===== config.mk =====
export PLATFORM = sky130hd
export DESIGN_NAME = pl_shift_u
export DESIGN_NICKNAME = d
export VERILOG_FILES = /design/src/rtl/pl_shift_u.sv
export SDC_FILE = /design/constraint.sdc
export NUM_CORES = 1
export LEC_CHECK = 0
export CAP_MARGIN = 20
export CELL_PAD_IN_SITES_DETAIL_PLACEMENT = 1
export CELL_PAD_IN_SITES_GLOBAL_PLACEMENT = 2
export CORE_MARGIN = 1.5
export CORE_UTILIZATION = 23
export CTS_CLUSTER_DIAMETER = 40
export DETAILED_ROUTE_END_ITERATION = 10
export PLACE_DENSITY = 0.82
export SLEW_MARGIN = 5
export SYNTH_ARGS = -nofsm -noshare
export SYNTH_HDL_FRONTEND = slang
export SYNTH_SLANG_ARGS = --single-unit

===== constraint.sdc =====
create_clock -name clk -period 1.5 [get_ports clk]
set_input_delay 0.225 -clock clk [delete_from_list [all_inputs] [get_ports clk]]
set_output_delay 0.225 -clock clk [all_outputs]
set_load 0.02 [all_outputs]

===== src/rtl/pl_shift_u.sv =====
// ---------------------------------------------------------------------------
// pl_shift_u
// Parametrised universal shift register with parallel load, shift and rotate
// in either direction, a serial port, and an autonomous burst-shift sequencer.
//
// Ports
//   clk        : single clock, all state changes on the rising edge
//   clr_n      : asynchronous active-low reset
//   load       : parallel load of dpl (highest priority in IDLE and SHIFT)
//   sft        : one manual shift this cycle (IDLE only)
//   dir        : 0 = shift right (toward bit 0), 1 = shift left
//   rot        : 1 = rotate, 0 = fill with sin
//   sin        : serial fill bit, always sampled live
//   start      : begin a burst of burst_len shifts (IDLE only)
//   burst_len  : burst shift count
//   dpl        : parallel load data
//   qpl        : register contents
//   sout       : bit that would leave the register on the next shift
//   busy       : burst in progress (SHIFT state)
//   done       : one-cycle pulse when a burst completes
//   state_dbg  : current sequencer state (0 IDLE, 1 SHIFT, 2 DONE)
//
// Handshake: start is a single-cycle command accepted only in IDLE; the
// burst ends with exactly one done cycle, after which the block is back in
// IDLE and accepts the next command on the following edge. A load during a
// burst aborts it without a done pulse.
// ---------------------------------------------------------------------------
module pl_shift_u #(
    parameter int WIDTH = 4,
    parameter int CW    = $clog2(WIDTH + 1)
) (
    input  logic             clk,
    input  logic             clr_n,
    input  logic             load,
    input  logic             sft,
    input  logic             dir,
    input  logic             rot,
    input  logic             sin,
    input  logic             start,
    input  logic [CW-1:0]    burst_len,
    input  logic [WIDTH-1:0] dpl,
    output logic [WIDTH-1:0] qpl,
    output logic             sout,
    output logic             busy,
    output logic             done,
    output logic [1:0]       state_dbg
);

    typedef enum logic [1:0] {
        S_IDLE  = 2'd0,
        S_SHIFT = 2'd1,
        S_DONE  = 2'd2
    } state_t;

    state_t           state, state_nxt;
    logic [WIDTH-1:0] q_nxt;
    logic [CW-1:0]    cnt, cnt_nxt;
    logic             bdir, bdir_nxt;
    logic             brot, brot_nxt;

    // One shift step. The exiting bit is the end the data moves toward; it
    // re-enters at the opposite end when rotating, otherwise sin does.
    function automatic logic [WIDTH-1:0] shift_once(
        input logic [WIDTH-1:0] q,
        input logic             d,
        input logic             r,
        input logic             s
    );
        logic ex;
        logic f;
        ex = d ? q[WIDTH-1] : q[0];
        f  = r ? ex : s;
        if (d) shift_once = {q[WIDTH-2:0], f};
        else   shift_once = {f, q[WIDTH-1:1]};
    endfunction

    // State register
    always_ff @(posedge clk or negedge clr_n) begin
        if (!clr_n) state <= S_IDLE;
        else        state <= state_nxt;
    end

    // Datapath registers
    always_ff @(posedge clk or negedge clr_n) begin
        if (!clr_n) begin
            qpl  <= '0;
            cnt  <= '0;
            bdir <= 1'b0;
            brot <= 1'b0;
        end else begin
            qpl  <= q_nxt;
            cnt  <= cnt_nxt;
            bdir <= bdir_nxt;
            brot <= brot_nxt;
        end
    end

    // Next-state and next-datapath logic
    always_comb begin
        state_nxt = state;
        q_nxt     = qpl;
        cnt_nxt   = cnt;
        bdir_nxt  = bdir;
        brot_nxt  = brot;
        case (state)
            S_IDLE: begin
                if (load) begin
                    q_nxt = dpl;
                end else if (start) begin
                    if (burst_len != '0) begin
                        // Direction and mode are frozen for the whole burst.
                        bdir_nxt  = dir;
                        brot_nxt  = rot;
                        cnt_nxt   = burst_len;
                        state_nxt = S_SHIFT;
                    end else begin
                        state_nxt = S_DONE;
                    end
                end else if (sft) begin
                    q_nxt = shift_once(qpl, dir, rot, sin);
                end
            end
            S_SHIFT: begin
                if (load) begin
                    q_nxt     = dpl;
                    cnt_nxt   = '0;
                    state_nxt = S_IDLE;
                end else begin
                    q_nxt   = shift_once(qpl, bdir, brot, sin);
                    cnt_nxt = cnt - CW'(1);
                    if (cnt == CW'(1)) state_nxt = S_DONE;
                end
            end
            S_DONE: begin
                state_nxt = S_IDLE;
            end
            default: begin
                state_nxt = S_IDLE;
            end
        endcase
    end

    // Outputs
    always_comb begin
        logic d_eff;
        busy      = (state == S_SHIFT);
        done      = (state == S_DONE);
        d_eff     = (state == S_SHIFT) ? bdir : dir;
        sout      = d_eff ? qpl[WIDTH-1] : qpl[0];
        state_dbg = state;
    end

endmodule

Word level (Yosys, flattened, before mapping)

Index checks and enable logic that the tools add are counted.

Register bits after elaboration: 11
Input bits: 15
Output and inout bits: 9

Add/subtract/negate cells: 1
Equality and inequality tests: 9
Mux-type cells: 24
Bitwise operators: 1
Reductions and logical operators: 7

Operators by type and width:

| kind                                                               | count |
|---|---|
| 4-bit two-way mux                                                  | 6 |
| 3-bit two-way mux                                                  | 4 |
| 2-bit two-way mux                                                  | 5 |
| 4-bit one-hot mux with 2 select lines                              | 1 |
| 4-bit AND reduction                                                | 2 |
| 1-bit two-way mux                                                  | 6 |
| 2-bit != test, second input constant                               | 3 |
| 3-bit != test, second input constant                               | 2 |
| 3-bit one-hot mux with 2 select lines                              | 1 |
| 3-bit AND reduction                                                | 2 |
| 2-bit one-hot mux with 2 select lines                              | 1 |
| 3-bit by 1-bit == test with 1-bit output, second input constant    | 1 |
| 3-bit by 2-bit != test with 1-bit output, second input constant    | 1 |
| 3-bit nonzero test                                                 | 1 |
| 3-bit by 1-bit subtractor with 3-bit output, second input constant | 1 |
| 2-bit by 1-bit == test with 1-bit output, second input constant    | 1 |
| 2-bit == test, second input constant                               | 1 |
| 2-bit zero test                                                    | 1 |
| 2-bit nonzero test                                                 | 1 |
| 1-bit NOT                                                          | 1 |

Longest topological paths before layout

Gate-level depths: netlist of run 1.

Depth after elaboration: 7
Gate-level depth with buffers: 6
Gate-level depth less buffers: 5

Least setup slack after synthesis of run 1

OpenSTA, ideal clock, no wires.

Path type: reg2reg
Start: register state[1], in the netlist state_dbg[1]
End: register qpl[3]
Library setup time: 0.152 ns
Arrival time: 1.552 ns
Required time: 1.348 ns
Path slack: -0.205 ns
Cell stages (with the launch flop): 6
Path buffers: 1
Period minus slack after synthesis: 1.705 ns
Path through: dfrtp_1 -> nand2b_1 -> buf_4 -> mux2_4 -> a2111oi_4 -> o31ai_1

Longest elaborated chain between the ends: 3

Ends and longest elaborated chain:

| item                                                                        | line | text |
|---|---|---|
| start: declaration                                                          | 55   | `state_t state, state_nxt;` |
| start signal: assignment                                                    | 80   | `else state <= state_nxt;` |
| 2-bit zero test or 2-bit by 1-bit == test with 1-bit output (tied branches) | 105  | `case (state)` |
| 3-bit != test (no line) or 2-bit nonzero test (tied branches)               | n/a  |  |
| 3-bit AND reduction (no line)                                               | n/a  |  |
| end signal: assignment                                                      | 91   | `qpl <= q_nxt;` |
| end: declaration                                                            | 42   | `output logic [WIDTH-1:0] qpl,` |

Several ways; a longest one is shown, not always the timed one.
A chain may end at the register's enable or synchronous reset.

Worst setup path in the final report of run 1

Start: register state[1], in the netlist state_dbg[1]
End: output sout

Longest elaborated chain between the ends: 3

Ends and longest elaborated chain:

| item                                     | line | text |
|---|---|---|
| 2-bit by 1-bit == test with 1-bit output | 148  | `d_eff = (state == S_SHIFT) ? bdir : dir;` |
| 1-bit two-way mux                        | 148  |  |
| 1-bit two-way mux                        | 149  | `sout = d_eff ? qpl[WIDTH-1] : qpl[0];` |
| end: declaration                         | 43   | `output logic sout,` |

No other way between the ends.

==> results.md, run 1 <==
* Status: complete, but fails checks
* Failing checks: setup timing
* Smallest setup slack after layout at -276 ps
* Cells on worst reg2reg path at 6
* Leak pwr at 0.577 nW
* Worst Max-Slew Pin Slew at 550 ps
* Iter 0 DRT Violations at 4
* Syn_area_per_cell at 9.61 µm²
* Mapped Cells at 76
* Sequential fraction of the synthesis area at 0.377
* ANT cells at 0
* Slowest CP cell: dfrtp_2
* Final Cell Area at 1240 µm²
* YS warnings at 0
* Clock sink count at 11
* Worst path arrival time at 1550 ps
* IO buf count at 23
* Post-DP Area at 1140 µm²
* CTS root buf: clkbuf_4
* Final Cycle Share at 1.18
* Die Outline Area at 3520 µm²
* Post-synth EDFFs at 0
* Clk_skew at 2.78 ps
* Largest family of logic cells by synthesized area: compound AO/OA/AOI/OAI gates
* Reg2reg start: state_dbg[1]$_DFFE_PN0P_
* CTS buffer count at 3
* Startpoint types: flop
* Family with the most delay on the worst path: multiplexers
* Total GRT Usage at 0.151
* Fmax at 563 MHz
* Internal reg-to-reg setup slack at -110 ps
* XOR/XNOR Fraction of Synth Area at 0
* Main synth FF type: dfrtp_1
* CTS clk-pin slew, worst paths at 70 ps
* Power per cell area at 1240 nW/µm²
* Number of H-tree levels at 1
* Fillers at 351
* Max cap viols at 0
* Synth-to-layout area growth at 70.2%
* Vias in the first global route at 829
* Critical Path RT at 1270 ps
* Core Util, Final at 0.411
* Initial antenna violation count at 0
* Routed WL at 2.33 mm
* Detail Route Antenna Nets at 0
* Largest net degree at the start of global routing at 13
* Post-DP HPWL at 1.81 mm
* Clock Path Buffers at 2
* Mux cell area share after synthesis at 0.164
* CP Cell Sequence: nand2b_4 > mux2_4 > mux2_2 > buf_6
* Final Slew Violations at 0
* Placer Congestion at 0.725
* # setup viols final at 4
* Complex-gate fraction of the synthesized area at 0.207
* Reg-to-Reg End: qpl[3]$_DFFE_PN0P_
* RSZ-0062 raised after global routing: yes
* CP endpoint kind: output port
* Starting Density at 0.241
* FF+latch count, synth at 11
* Die width at 59.4 µm
* DR WL/cell at 14.2 µm
* Peak supply drop at 0.000297 V
* Latest clock arrival within the worst-skew pair at 280 ps
* DR pass1 iterations at 4
* Type of the worst setup path: flop to output port
* Fin. Hold Viols at 0
* Post-synth ARST share at 1.00
* Worst Hold Class: primary input to async pin
* Syn_nets at 93
* Final #Nets at 138
* Simple-gate area share of the yosys netlist at 0.166
* Largest stage delay, worst path at 400 ps
* Cell Area, Synth at 731 µm²
* Chip height at 59.4 µm
* WP buf/inv at 1
* DRC Markers at 0
* TritonCTS clock tree: yes
* Core area at 3030 µm²
* Core Rows at 20
* Post-route minimum period at 1780 ps
* Total power at 1.54 mW
* Setup TNS at -398 ps
* Slew HR at 0.632
* Vias at 759
* CP Max Fanout at 2
* Post-Synth Adder-Cell Area at 0.0342
* Share of layout cells above drive strength 1 at 0.358
* Top-Level Pins at 24
* First-pass GRT wire length at 3.86 mm
* DR vias/cell at 4.63
* Post-synth cell types at 27
* Overflow left after global routing at 0
==> final cells by class <==
| cell class | count | area [µm²] | share of cell area |
|---|---|---|---|
| clock buffer | 4 | 26.3 | 0.0211 |
| inverter | 6 | 22.5 | 0.0181 |
| multi-input combinational | 56 | 487 | 0.391 |
| sequential | 11 | 277 | 0.222 |
| tap | 44 | 55.1 | 0.0443 |
| timing repair buffer | 43 | 377 | 0.303 |
==> synth_stat cells (all sizes together) (2+ instances only) <==
library cell  instances  area [µm²]
dfrtp                11         275
inv                   6        22.5
mux2i                 6        60.1
a21oi                 5        25.0
mux2                  5        60.1
nor2                  5        18.8
nand3                 4        20.0
nor3                  4        20.0
o31ai                 4        30.0
nand2                 3        11.3
nor2b                 3        18.8
a31oi                 2        12.5
and3                  2        12.5
clkbuf                2        7.51
ha                    2        25.0
o21ai                 2        10.0
==> flip-flops by register name, summed over array words and instances, names as in the netlist <==
signal	cells
qpl	4
cnt	3
state_dbg	2
bdir	1
brot	1
==> per-layer routing <==
layer,up-vias,GRT usage,part of all wire
li1,367,-,-
met5,-,0,0
met4,0,0.0779,0.022
met1,364,0.166,0.41
met3,7,0.0371,0.053
met2,21,0.267,0.51
==> cell families (layout without fill, tap and decap cells) <==
group                    count (synthesis)  in the layout
flip-flops                              11             11
multiplexers                            11             11
AND/OR/NAND/NOR                         24             24
AO/OA/AOI/OAI                           19             19
adder cells (fa/ha/maj)                  2              2
buffers and inverters                    9             53
==> placed cells by master, fill, tap and decap left out, drive strengths merged, types with 4 or more instances in the layout <==
master	Yosys	layout
a21oi	5	5
buf	1	23
clkbuf	2	4
clkdlybuf4s50	0	11
dfrtp	11	11
dlygate4sd2	0	6
inv	6	6
mux2	5	5
mux2i	6	6
nand3	4	4
nor2	5	5
nor3	4	4
o31ai	4	4
==> how the worst max path moves through the flow <==
stage | startpoint | slack (ps) | endpoint | cells past startpoint
final | state_dbg[1]$_DFFE_PN0P_ | -280 | sout | 4
after global routing | state_dbg[1]$_DFFE_PN0P_ | -330 | sout | 4
after CTS | state_dbg[1]$_DFFE_PN0P_ | -280 | sout | 4
after detailed placement | dir | -480 | sout | 4
after global placement | dir | -450 | sout | 4
after floorplan | state_dbg[1]$_DFFE_PN0P_ | -120 | sout | 4
==> report_power, final <==
group | total [mW] | internal (mW) | switching (mW)
Clock | 0.216 | 0.103 | 0.113
Sequential | 0.487 | 0.393 | 0.0939
Combinational | 0.840 | 0.429 | 0.411
Total | 1.54 | 0.926 | 0.617
==> what timing repair did <==
action | in CTS | in global routing
pin swaps | 4 | 4
setup endpoints to repair | 14 | 9
gates resized for setup | 31 | 9
buffers inserted | 1 | 1
hold buffers | 0 | 0
==> stage by stage <==
| step | instances | setup slack [ps] | hold slack (ps) |
|---|---|---|---|
| finish | 164 | -276 | 295 |
| global route | 164 | -326 | 312 |
| CTS | 163 | -283 | 310 |
| detailed placement | 158 | -477 | 550 |
| global placement | 158 | -451 | 535 |
| floorplan | 76 | -123 | -70.6 |
No activity file was read; power rests on OpenSTA's default activity.
==> inputs of run 2 (changes only) <==
==> constraint.sdc (replaced) <==
create_clock -name clk -period 1.5 [get_ports clk]
set_input_delay 0.15 -clock clk [delete_from_list [all_inputs] [get_ports clk]]
set_output_delay 0.15 -clock clk [all_outputs]
set_load 0.02 [all_outputs]
==> run 2 against run 1 <==
The run still ends with setup timing left; clock skew is 0.54 ps higher; critical endpoint unchanged; non-clock buffer count up 3; largest power group unchanged; utilization increased by 0.58 points; wire length up 1.3%; via count up 2.2%; first-iteration DRC count rose to 6.0 times the previous value; sequential share of layout area decreased by 0.31 points; combinational power up 3.9%.
==> results.md, run 2 (synthesis results as in run 1) <==
* Status: complete, but fails checks (unchanged)
* Failing checks: setup timing (unchanged)
* Power per cell area at 1240 nW/µm² (about the same)
* Max cap viols at 0 (unchanged)
* Setup TNS at -324 ps (was -398 ps)
* DR vias/cell at 4.65 (was 4.63)
* Comb pwr share at 0.558 (was 0.544)
* Switching power at 614 µW (was 617 µW)
* Commonest non-fill, non-tap cell in the layout: buf_4 (unchanged)
* First-pass GRT wire length at 3.76 mm (was 3.86 mm)
* Slowest CP cell: dfrtp_2 (unchanged)
* Largest stage delay, worst path at 400 ps (about the same)
* Final Cycle Share at 1.12 (was 1.18)
* Startpoint types: flop (unchanged)
* Starting Density at 0.241 (unchanged)
* Top reg by flops: qpl (unchanged)
* Placer Congestion at 0.762 (was 0.725)
* M2 GR Usage at 0.251 (was 0.267)
* Core Rows at 20 (unchanged)
* IO buf count at 23 (unchanged)
* Clk_skew at 3.33 ps (was 2.78 ps)
* Largest register FFs at 4 (unchanged)
* Worst Hold Class: primary input to async pin (unchanged)
* Vias at 776 (was 759)
* CP Max Fanout at 2 (unchanged)
* Int Pwr at 950 µW (was 926 µW)
* Hold slack at 243 ps (was 295 ps)
* CTS buffer count at 3 (unchanged)
* Worst Max-Slew Pin Slew at 568 ps (was 550 ps)
* # setup viols final at 4 (unchanged)
* TritonCTS clock tree: yes (unchanged)
* GRT busiest layer: met2 (unchanged)
* Post-route minimum period at 1690 ps (was 1780 ps)
* Final Slew Violations at 0 (unchanged)
* Family with the most delay on the worst path: multiplexers (unchanged)
* Final #Nets at 141 (was 138)
* Type of the worst setup path: flop to output port (unchanged)
* Largest net degree at the start of global routing at 13 (unchanged)
* Internal reg-to-reg setup slack at -100 ps (was -110 ps)
* Smallest setup slack after layout at -187 ps (was -276 ps)
* Slew HR at 0.620 (was 0.632)
* WP buf/inv at 1 (unchanged)
* Worst path arrival time at 1540 ps (was 1550 ps)
* DR WL/cell at 14.1 µm (was 14.2 µm)
* CP endpoint kind: output port (unchanged)
* Reg-to-Reg End: qpl[3]$_DFFE_PN0P_ (unchanged)
* Initial antenna violation count at 0 (unchanged)
* Placement Setup Slack at -403 ps (was -477 ps)
* Synth-to-layout area growth at 72.6% (was 70.2%)
* Iter 0 DRT Violations at 24 (was 4)
* Commonest non-fill, non-tap cells in the layout: 21 x buf_4, 13 x clkdlybuf4s50_1, 10 x dfrtp_1 (was 18 x buf_4, 11 x clkdlybuf4s50_1, 10 x dfrtp_1)
* Critical Path RT at 1350 ps (was 1270 ps)
* Clk pwr share at 0.133 (was 0.140)
* ANT cells at 0 (unchanged)
* Seq pwr share at 0.309 (was 0.316)
* Met1 usage at 0.169 (was 0.166)
* CTS root buf: clkbuf_4 (unchanged)
* Die width at 59.4 µm (unchanged)
* Top-Level Pins at 24 (unchanged)
* Number of H-tree levels at 1 (unchanged)
* Share of layout cells above drive strength 1 at 0.374 (was 0.358)
* Clock Path Buffers at 2 (unchanged)
* Chip height at 59.4 µm (unchanged)
* Met3 Track Usage GR at 0.0306 (was 0.0371)
* CP Cell Sequence: nand2b_4 > mux2_4 > mux2_2 > buf_6 (unchanged)
* Overflow left after global routing at 0 (unchanged)
* Post-DP HPWL at 1.81 mm (about the same)
* Latest clock arrival within the worst-skew pair at 270 ps (was 280 ps)
* Total GRT Usage at 0.143 (was 0.151)
* Hold-fix buffers at CTS at 0 (unchanged)
* Detail Route Antenna Nets at 0 (unchanged)
* Peak supply drop at 0.000313 V (was 0.000297 V)
* DRC Markers at 0 (unchanged)
* Fillers at 366 (was 351)
* Fmax at 593 MHz (was 563 MHz)
* Reg2reg start: state_dbg[1]$_DFFE_PN0P_ (unchanged)
* Sw frac at 0.393 (was 0.400)
* RSZ-0062 raised after global routing: yes (unchanged)
* Cells on worst reg2reg path at 6 (unchanged)
* Vias in the first global route at 791 (was 829)
* Core area at 3030 µm² (unchanged)
* Fin. Hold Viols at 0 (unchanged)
* Die Outline Area at 3520 µm² (unchanged)
* Clock sink count at 11 (unchanged)
* DR pass1 iterations at 4 (unchanged)
* Routed WL at 2.36 mm (was 2.33 mm)
* CTS clk-pin slew, worst paths at 80 ps (was 70 ps)
* Leak pwr at 0.582 nW (was 0.577 nW)
[run 2: changes by cell type in the layout (fill, tap and decap cells not counted), sizes merged]
cell / previous run / this run
clkdlybuf4s15: 1 / 0
buf: 23 / 25
clkbuf: 4 / 5
dlygate4sd2: 6 / 5
clkdlybuf4s50: 11 / 13
[run 2: metal layers]
metal / part of all wire / routed length (µm) / up-vias
met2: 0.53 / 1240 / 18
met4: 0.0055 / 13 / 0
met5: 0 / 0 / -
li1: - / - / 379
met1: 0.43 / 1000 / 377
met3: 0.042 / 99 / 2
[run 2: area by class of cell]
class | instances | area (µm²) | area share
Sequential cell | 11 | 277 | 0.219
Clock buffer | 4 | 26.3 | 0.0208
Tap cell | 44 | 55.1 | 0.0437
Inverter | 6 | 22.5 | 0.0179
Timing Repair Buffer | 46 | 407 | 0.322
Multi-Input combinational cell | 56 | 474 | 0.376
[run 2: worst reg2reg max path, delay by kind of cell, from the launching register on]
family,cells,cell delay (ps)
flip-flops,1,400
AND/OR/NAND/NOR,1,150
buffers and inverters,2,250
multiplexers,1,310
AO/OA/AOI/OAI,2,380
[run 2: worst max-delay path by stage]
stage                             startpoint                  to  slack (ps)  depth (start not counted)
finish              state_dbg[1]$_DFFE_PN0P_                sout        -190                          4
global route        state_dbg[1]$_DFFE_PN0P_                sout        -240                          4
CTS                 state_dbg[1]$_DFFE_PN0P_                sout        -230                          4
detailed placement              burst_len[1]  cnt[1]$_DFFE_PN0P_        -400                          5
global placement                burst_len[1]  cnt[1]$_DFFE_PN0P_        -330                          5
floorplan           state_dbg[1]$_DFFE_PN0P_  qpl[3]$_DFFE_PN0P_         -80                          5
[run 2: power groups by stage]
stage	combinational [mW]	clock (mW)	sequential (mW)
after floorplan	0.393	0	0.535
after detailed placement	0.827	0	0.490
after CTS	0.808	0.215	0.485
after global placement	0.804	0	0.483
after global routing	0.950	0.227	0.500
final	0.873	0.208	0.484
[run 2: what timing repair did]
item | in CTS | in global routing
setup endpoints to repair | 12 | 6
gates cloned | 0 | 0
resized for setup | 22 | 13
buffers inserted | 1 | 5
pin swaps | 2 | 6
[run 2: metrics by stage]
step	instances	instance area, µm²	power (mW)	utilization
finish	167	1260	1.56	0.417
global route	167	1260	1.68	0.417
CTS	163	1200	1.51	0.395
detailed placement	158	1140	1.32	0.378
global placement	158	1140	1.29	0.378
floorplan	76	743	0.928	-
